[src/rtl/sys_ctrl_pkg.sv]
// Shared definitions for the system command controller: frame opcodes,
// controller states and the fixed register-file slots used for ALU operands.
package sys_ctrl_pkg;

  localparam logic [7:0] CMD_RF_WR    = 8'hAA;
  localparam logic [7:0] CMD_RF_RD    = 8'hBB;
  localparam logic [7:0] CMD_ALU_OPR  = 8'hCC;
  localparam logic [7:0] CMD_ALU_NOPR = 8'hDD;

  localparam int unsigned OPA_ADDR = 0;
  localparam int unsigned OPB_ADDR = 1;

  typedef enum logic [3:0] {
    IDLE,
    WR_ADDR,
    WR_DATA,
    RD_ADDR,
    RD_WAIT,
    OPA,
    OPB,
    FUNC,
    ALU_WAIT,
    TX_LO,
    TX_HI
  } state_t;

endpackage

[src/rtl/sys_cmd_ctrl.sv]
// System command controller: decodes UART command frames, drives register-file
// reads/writes and ALU starts, and returns results to the TX FIFO LSB first.
module sys_cmd_ctrl
  import sys_ctrl_pkg::*;
#(
  parameter int DATA_WIDTH = 8,
  parameter int ADDR_WIDTH = 4,
  parameter int FUNC_WIDTH = 4
) (
  input  logic                    CLK,
  input  logic                    RST,
  input  logic [DATA_WIDTH-1:0]   RX_P_DATA,
  input  logic                    RX_D_VLD,
  output logic [ADDR_WIDTH-1:0]   RF_ADDR,
  output logic                    RF_WR_EN,
  output logic [DATA_WIDTH-1:0]   RF_WR_DATA,
  output logic                    RF_RD_EN,
  input  logic [DATA_WIDTH-1:0]   RF_RD_DATA,
  input  logic                    RF_RD_DATA_VLD,
  output logic                    CLK_GATE_EN,
  output logic                    ALU_EN,
  output logic [FUNC_WIDTH-1:0]   ALU_FUNC,
  input  logic [2*DATA_WIDTH-1:0] ALU_OUT,
  input  logic                    ALU_OUT_VLD,
  output logic [DATA_WIDTH-1:0]   TX_P_DATA,
  output logic                    TX_D_VLD,
  input  logic                    TX_FULL
);

  state_t                  state, state_nxt;
  logic                    two_byte_q;
  logic [ADDR_WIDTH-1:0]   addr_q;
  logic [2*DATA_WIDTH-1:0] result_q;

  // Next-state decode: byte-collecting states advance on RX_D_VLD, wait states on
  // the matching valid strobe, TX states only when the FIFO has room.
  always_comb begin
    state_nxt = state;
    case (state)
      IDLE: begin
        if (RX_D_VLD) begin
          case (RX_P_DATA)
            CMD_RF_WR:    state_nxt = WR_ADDR;
            CMD_RF_RD:    state_nxt = RD_ADDR;
            CMD_ALU_OPR:  state_nxt = OPA;
            CMD_ALU_NOPR: state_nxt = FUNC;
            default:      state_nxt = IDLE;
          endcase
        end
      end
      WR_ADDR:  if (RX_D_VLD)       state_nxt = WR_DATA;
      WR_DATA:  if (RX_D_VLD)       state_nxt = IDLE;
      RD_ADDR:  if (RX_D_VLD)       state_nxt = RD_WAIT;
      RD_WAIT:  if (RF_RD_DATA_VLD) state_nxt = TX_LO;
      OPA:      if (RX_D_VLD)       state_nxt = OPB;
      OPB:      if (RX_D_VLD)       state_nxt = FUNC;
      FUNC:     if (RX_D_VLD)       state_nxt = ALU_WAIT;
      ALU_WAIT: if (ALU_OUT_VLD)    state_nxt = TX_LO;
      TX_LO:    if (!TX_FULL)       state_nxt = two_byte_q ? TX_HI : IDLE;
      TX_HI:    if (!TX_FULL)       state_nxt = IDLE;
      default:                      state_nxt = IDLE;
    endcase
  end

  // State register plus the response-length flag chosen by the wait state.
  always_ff @(posedge CLK or negedge RST) begin
    if (!RST) begin
      state      <= IDLE;
      two_byte_q <= 1'b0;
    end else begin
      state <= state_nxt;
      if (state == RD_WAIT && RF_RD_DATA_VLD) two_byte_q <= 1'b0;
      if (state == ALU_WAIT && ALU_OUT_VLD)   two_byte_q <= 1'b1;
    end
  end

  // Data holding registers; contents are only consumed after being loaded.
  always_ff @(posedge CLK) begin
    if (state == WR_ADDR && RX_D_VLD) addr_q   <= RX_P_DATA[ADDR_WIDTH-1:0];
    if (state == RD_WAIT && RF_RD_DATA_VLD) result_q <= {{DATA_WIDTH{1'b0}}, RF_RD_DATA};
    if (state == ALU_WAIT && ALU_OUT_VLD)   result_q <= ALU_OUT;
  end

  // Registered outputs: strobes default low each cycle, data buses hold their
  // last value; the clock gate stays open while an ALU operation is pending.
  always_ff @(posedge CLK or negedge RST) begin
    if (!RST) begin
      RF_ADDR     <= '0;
      RF_WR_EN    <= 1'b0;
      RF_WR_DATA  <= '0;
      RF_RD_EN    <= 1'b0;
      CLK_GATE_EN <= 1'b0;
      ALU_EN      <= 1'b0;
      ALU_FUNC    <= '0;
      TX_P_DATA   <= '0;
      TX_D_VLD    <= 1'b0;
    end else begin
      RF_WR_EN    <= 1'b0;
      RF_RD_EN    <= 1'b0;
      ALU_EN      <= 1'b0;
      TX_D_VLD    <= 1'b0;
      CLK_GATE_EN <= (state_nxt == FUNC) || (state_nxt == ALU_WAIT);
      case (state)
        WR_DATA: if (RX_D_VLD) begin
          RF_WR_EN   <= 1'b1;
          RF_ADDR    <= addr_q;
          RF_WR_DATA <= RX_P_DATA;
        end
        RD_ADDR: if (RX_D_VLD) begin
          RF_RD_EN <= 1'b1;
          RF_ADDR  <= RX_P_DATA[ADDR_WIDTH-1:0];
        end
        OPA: if (RX_D_VLD) begin
          RF_WR_EN   <= 1'b1;
          RF_ADDR    <= ADDR_WIDTH'(OPA_ADDR);
          RF_WR_DATA <= RX_P_DATA;
        end
        OPB: if (RX_D_VLD) begin
          RF_WR_EN   <= 1'b1;
          RF_ADDR    <= ADDR_WIDTH'(OPB_ADDR);
          RF_WR_DATA <= RX_P_DATA;
        end
        FUNC: if (RX_D_VLD) begin
          ALU_EN   <= 1'b1;
          ALU_FUNC <= RX_P_DATA[FUNC_WIDTH-1:0];
        end
        TX_LO: if (!TX_FULL) begin
          TX_D_VLD  <= 1'b1;
          TX_P_DATA <= result_q[DATA_WIDTH-1:0];
        end
        TX_HI: if (!TX_FULL) begin
          TX_D_VLD  <= 1'b1;
          TX_P_DATA <= result_q[2*DATA_WIDTH-1:DATA_WIDTH];
        end
        default: ;
      endcase
    end
  end

endmodule

[config.mk]
export PLATFORM = sky130hd
export DESIGN_NAME = sys_cmd_ctrl
export DESIGN_NICKNAME = d
export VERILOG_FILES = /design/src/rtl/sys_ctrl_pkg.sv /design/src/rtl/sys_cmd_ctrl.sv
export SDC_FILE = /design/constraint.sdc
export NUM_CORES = 1
export LEC_CHECK = 0
export ABC_AREA = 0
export CORE_MARGIN = 8
export CORE_UTILIZATION = 60
export DETAILED_ROUTE_END_ITERATION = 12
export DONT_BUFFER_PORTS = 1
export PLACE_DENSITY = 0.76
export SKIP_CTS_REPAIR_TIMING = 1
export SYNTH_ARGS = -nofsm -noshare
export SYNTH_HDL_FRONTEND = slang
export SYNTH_SLANG_ARGS = --single-unit
[constraint.sdc]
create_clock -name CLK -period 2.7 [get_ports CLK]
set_input_delay 0.27 -clock CLK [delete_from_list [all_inputs] [get_ports CLK]]
set_output_delay 0.27 -clock CLK [all_outputs]
set_load 0.005 [all_outputs]
# --- Yosys cells after proc, flatten, opt, wreduce, memory -nomap -nowiden ---
# Cells that the tools add are included.
op_classes:
  n_reduce_logical: 14
  mux: 32
  n_eq_ne: 22
ops:
  columns: ["cell", "count"]
  rows:
  - ["4-bit 2-to-1 mux", 16]
  - ["4-bit one-hot mux with 11 select lines", 1]
  - ["8-bit == test, second input constant", 4]
  - ["16-bit 2-to-1 mux", 2]
  - ["4-bit by 3-bit == test with 1-bit output, second input constant", 5]
  - ["4-bit == test, second input constant", 4]
  - ["8-bit 2-to-1 mux", 2]
  - ["4-bit one-hot mux with 4 select lines", 1]
  - ["8-bit one-hot mux with 2 select lines", 1]
  - ["2-bit != test, second input constant", 6]
  - ["3-bit one-hot mux with 4 select lines", 1]
  - ["4-bit by 2-bit == test with 1-bit output, second input constant", 2]
  - ["1-bit 2-to-1 mux", 8]
  - ["5-bit AND reduction", 1]
  - ["4-bit by 1-bit == test with 1-bit output, second input constant", 1]
  - ["4-bit zero test", 1]
  - ["2-bit AND reduction", 2]
  - ["2-bit nonzero test", 2]
  - ["4-bit nonzero test", 1]
  - ["1-bit logical AND", 3]
  - ["3-bit AND reduction", 1]
  - ["3-bit OR reduction", 1]
  - ["2-bit OR reduction", 1]
  - ["1-bit logical OR", 1]
totals:
  ff_bits: 54
  elab_cells: 81
  in_bits: 38
  out_inout_bits: 29

# --- Logic depth before layout (Yosys ltp) ---
logic_depth:
  ltp_word: 6
  depth_mapped: 7
  mapped_depth_nobuf: 5

# --- Least setup slack after synthesis ---
# Ideal clock, no wire load.
synth_path:
  kind: "register to register"
  from: "register state[3]"
  to: "register result_q[0] (enable)"
  slack_ns: 0.351
  setup_ns: 0.411
  path_buffers: 1
  required_ns: 2.289
  synth_period_minus_slack_ns: 2.349
  path_stages_with_launch: 5
  arrival_ns: 1.938
  cell_sequence: "dfrtp_1 > buf_6 > inv_2 > nand4b_1 > o21ai_0"
synth_between:
  elab_chain_cells: 3
  elab_cells_between_ends: 5
  cone_classes: "2 x eq/ne; 3 x reduce/logical"
synth_lines:
  columns: ["element", "line", "rtl"]
  rows:
  - ["from (decl)", "sys_cmd_ctrl.sv:30", "state_t state, state_nxt;"]
  - ["from (signal assigned)", "sys_cmd_ctrl.sv:71", "state <= state_nxt;"]
  - ["4-bit by 3-bit == test with 1-bit output or 4-bit == test (tied branches)", "sys_cmd_ctrl.sv:80, sys_cmd_ctrl.sv:81", null]
  - ["1-bit logical AND, on equally long branches", "sys_cmd_ctrl.sv:80, sys_cmd_ctrl.sv:81", null]
  - ["2-bit nonzero test (no line) *", null, null]
  - ["to (signal assigned)", "sys_cmd_ctrl.sv:80", "if (state == RD_WAIT && RF_RD_DATA_VLD) result_q <= {{DATA_WIDTH{1'b0}}, RF_RD_DATA};"]
  - ["to (decl)", "sys_cmd_ctrl.sv:33", "logic [2*DATA_WIDTH-1:0] result_q;"]
# Every way passes the cells marked *; elsewhere a longest branch is shown, timed or not.
# A chain may end at the register's enable or synchronous reset.

# --- Worst setup path in the final report ---
layout_path:
  from: "register state[0]"
  to: "register RF_ADDR[3]"
layout_between:
  elab_chain_cells: 3
  elab_cells_between_ends: 11
  cone_classes: "8 x eq/ne; 1 x mux; 2 x reduce/logical"
layout_lines:
  columns: ["element", "line", "rtl"]
  rows:
  - ["4-bit by 3-bit == test with 1-bit output or 4-bit by 2-bit == test with 1-bit output (tied branches)", "sys_cmd_ctrl.sv:103", "case (state)"]
  - ["4-bit nonzero test (no line) or 2-bit != test (tied branches)", null, null]
  - ["5-bit AND reduction (no line)", null, null]
  - ["to (signal assigned)", "sys_cmd_ctrl.sv:106", "RF_ADDR <= addr_q;"]
  - ["to (signal assigned)", "sys_cmd_ctrl.sv:111", "RF_ADDR <= RX_P_DATA[ADDR_WIDTH-1:0];"]
  - ["to (signal assigned)", "sys_cmd_ctrl.sv:115", "RF_ADDR <= ADDR_WIDTH'(OPA_ADDR);"]
  - ["to (decl)", "sys_cmd_ctrl.sv:14", "output logic [ADDR_WIDTH-1:0] RF_ADDR,"]
# Parallel ways exist; a longest one is shown, timed or not.

==> run metrics <==
TritonCTS Sinks 54; DRC Markers 0; CTS clk-pin slew, worst paths about 0.1 ns; status finished clean; Yosys cell types 42; P&R area growth vs syn 7.193%; Hold Crit Class in -> reg; antenna viol nets, final 0; CTS tree done; Avg Cell Area, Syn roughly 12 sq um; total chip power 0.001985 W; Layout Nets 250; Worst setup SP type flip-flop; min Tclk post-route 2.099 ns; maximum VDD drop 0.4615 mV; vias per inst 5.935; register area share after synthesis 0.5835; drt first pass iters 5; die height approximately 80 microns; die width between 80 and 90 microns; CTS root buffer clkbuf_8; vias in the first global route 1606; kind of critical path reg -> reg; Pint 0.001454 W; final wirelength 4.993 mm; Worst EP arrival between 2 and 2.5 ns; Num CTS Buffers 5; ys flop type dfrtp_1; Initial Utilization 0.6218; I/O Pins 67; Synth Register Bits 54; Clock Latency Late Sink between 0.3 and 0.4 ns; setup_tns 0 ns; worst-case clock buffer depth 2; number of diodes 0; DR vias 1561; Sequential Power Share 0.578; Final Setup Violations 0; pin count of the biggest net entering global routing 35; pwr dens 744.4 nW/um^2; FFs w/ async S/R, synth 0.6296; switching portion of total power 0.2676; PortBufs 0; leak pwr 1.137 nW; ratio of cells with drive above 1 in the final layout 0.1737; Clock power frac 0.272; Yosys warning total 0; Psw 0.0005311 W; die area 6462 sq um; core box area roughly 4000 sq um; Mapped Area 2487 sq um; Synth Instances 208; Worst Skew 0.006560 ns; Final Wtd Congestion 0.9382; Least-Margin Pin Slew 0.5648 ns; H-tree levels 2; CP Capture Type flip-flop; max-slew violation count 0; fmax 0.4764 GHz; cell count after placement approximately 250; global-route wire length before repair 8.190 mm; Logic pwr share 0.149; Final Hold Vio Count 0; period utilization 0.7774; drt wl/cell 18.98 microns; Post-Layout Cell Count 263; initial antenna violation count 0; EDFF count, synth 20; critical path fanouts, max 16; Synth Net Count 246; Max-slew headroom 0.6214; GRT Util Overall 0.1633; CP required 2.90 ns; initial drt markers between 80 and 90; Row Count 23; hpwl dp 3.818 mm; grt total ovfl 0; RSZ-0062 raised after global routing false; max-cap violation count 0
[state kept, by name (all words and copies together), names as in the netlist]
| name | flops |
|---|---|
| state | 4 |
| RF_WR_DATA | 8 |
| ALU_FUNC | 4 |
| RF_WR_EN | 1 |
| CLK_GATE_EN | 1 |
| TX_D_VLD | 1 |
| RF_ADDR | 4 |
| result_q | 16 |
| ALU_EN | 1 |
| TX_P_DATA | 8 |
| addr_q | 4 |
| two_byte_q | 1 |
| RF_RD_EN | 1 |
[per-stage QoR]
stage	hold slack, ns	worst slack (ns)	util	instance area (sq um)
6_report	0.04908	0.6010	0.6666	2666
5_1_grt	0.03613	0.4204	0.6666	2666
4_1_cts	-0.3736	0.6334	0.6591	2636
3_5_place_dp	-0.02437	0.6697	0.6309	2524
3_3_place_gp	-0.02460	0.7694	0.6309	2524
2_1_floorplan	-0.02559	0.3509	-	2487
[kinds of logic (layout without fill, tap and decap cells)]
group	count (synthesis)	count (layout)	synth area share
flip-flops	54	54	0.5835
XOR/XNOR	1	1	0.003522
multiplexers	27	27	0.1247
AO/OA/AOI/OAI	28	28	0.06941
AND/OR/NAND/NOR	84	84	0.1886
buffers and inverters	14	19	0.03018
[worst max-delay path, stage by stage, from the launching register on]
cell and delay, ns:
dfrtp_1 0.65, nor2b_2 0.36, a21oi_1 0.11, nor3b_1 0.27
or2_1 0.28, mux2_4 0.32
[per-layer routing]
layer,vias up,track usage,part of all wire
met4,0,0.04364,0.012
met5,-,0,0
met3,8,0.08259,0.12
met2,68,0.2446,0.45
li1,741,-,-
met1,744,0.2025,0.41
[final timing paths]
kind | from | end | slack (ns) | cells past startpoint
hold / removal | RX_P_DATA[1] | addr_q[1]$_DFFE_PP_ | 0.05 | 0
setup reg to reg | state[0]$_DFF_PN0_ | RF_ADDR[3]$_DFFE_PN0P_ | 0.60 | 5
hold reg to reg | TX_P_DATA[0]$_DFFE_PN0P_ | TX_P_DATA[0]$_DFFE_PN0P_ | 0.53 | 2
max in group asynchronous | RST | RF_WR_DATA[6]$_DFFE_PN0P_ | 2.13 | 2
setup / recovery | state[0]$_DFF_PN0_ | RF_ADDR[3]$_DFFE_PN0P_ | 0.60 | 5
min in group asynchronous | RST | RF_RD_EN$_DFF_PN0_ | 0.39 | 2
[power groups by stage]
stage	logic (W)	clock network (W)	registers (W)
global route	0.000333	0.000580	0.00117
floorplan	0.000268	0	0.00111
detailed placement	0.000282	0	0.00117
finish	0.000297	0.000541	0.00115
global placement	0.000266	0	0.00117
CTS	0.000284	0.000560	0.00115
[cell usage in the layout (no fill, tap or decap), types with 2 or more instances in the layout]
master | synthesis | final
a21oi_1 | 5 | 5
a22o_1 | 3 | 3
a31oi_1 | 2 | 2
and2_1 | 12 | 12
and3_1 | 2 | 2
buf_4 | 0 | 4
clkbuf_8 | 0 | 5
dfrtp_1 | 34 | 34
edfxtp_1 | 20 | 20
inv_1 | 4 | 4
mux2_2 | 12 | 12
mux2_4 | 5 | 5
mux2i_1 | 10 | 10
nand2_1 | 40 | 40
nand2b_1 | 3 | 3
nand4b_1 | 3 | 3
nor2_1 | 5 | 5
nor3b_1 | 3 | 3
nor4bb_1 | 2 | 2
o21ai_0 | 13 | 12
o21ai_1 | 1 | 2
[area by class of cell]
type	instances	area, sq um
clock buffers	5	68.82
inverters	5	18.77
clock inverters	3	43.79
flip-flops and latches	54	1451
fillers	300	1334
multi-input cells	140	960.9
well taps	50	62.56
repair buffers	6	60.06
[Yosys cell counts (4+ instances only)]
master	count	area, sq um
a21oi_1	5	25.02
and2_1	12	75.07
buf_2	6	30.03
dfrtp_1	34	850.8
edfxtp_1	20	600.6
inv_1	4	15.01
mux2_2	12	135.1
mux2_4	5	75.07
mux2i_1	10	100.1
nand2_1	40	150.1
nor2_1	5	18.77
o21ai_0	13	65.06
(Power assumes the default switching activity.)
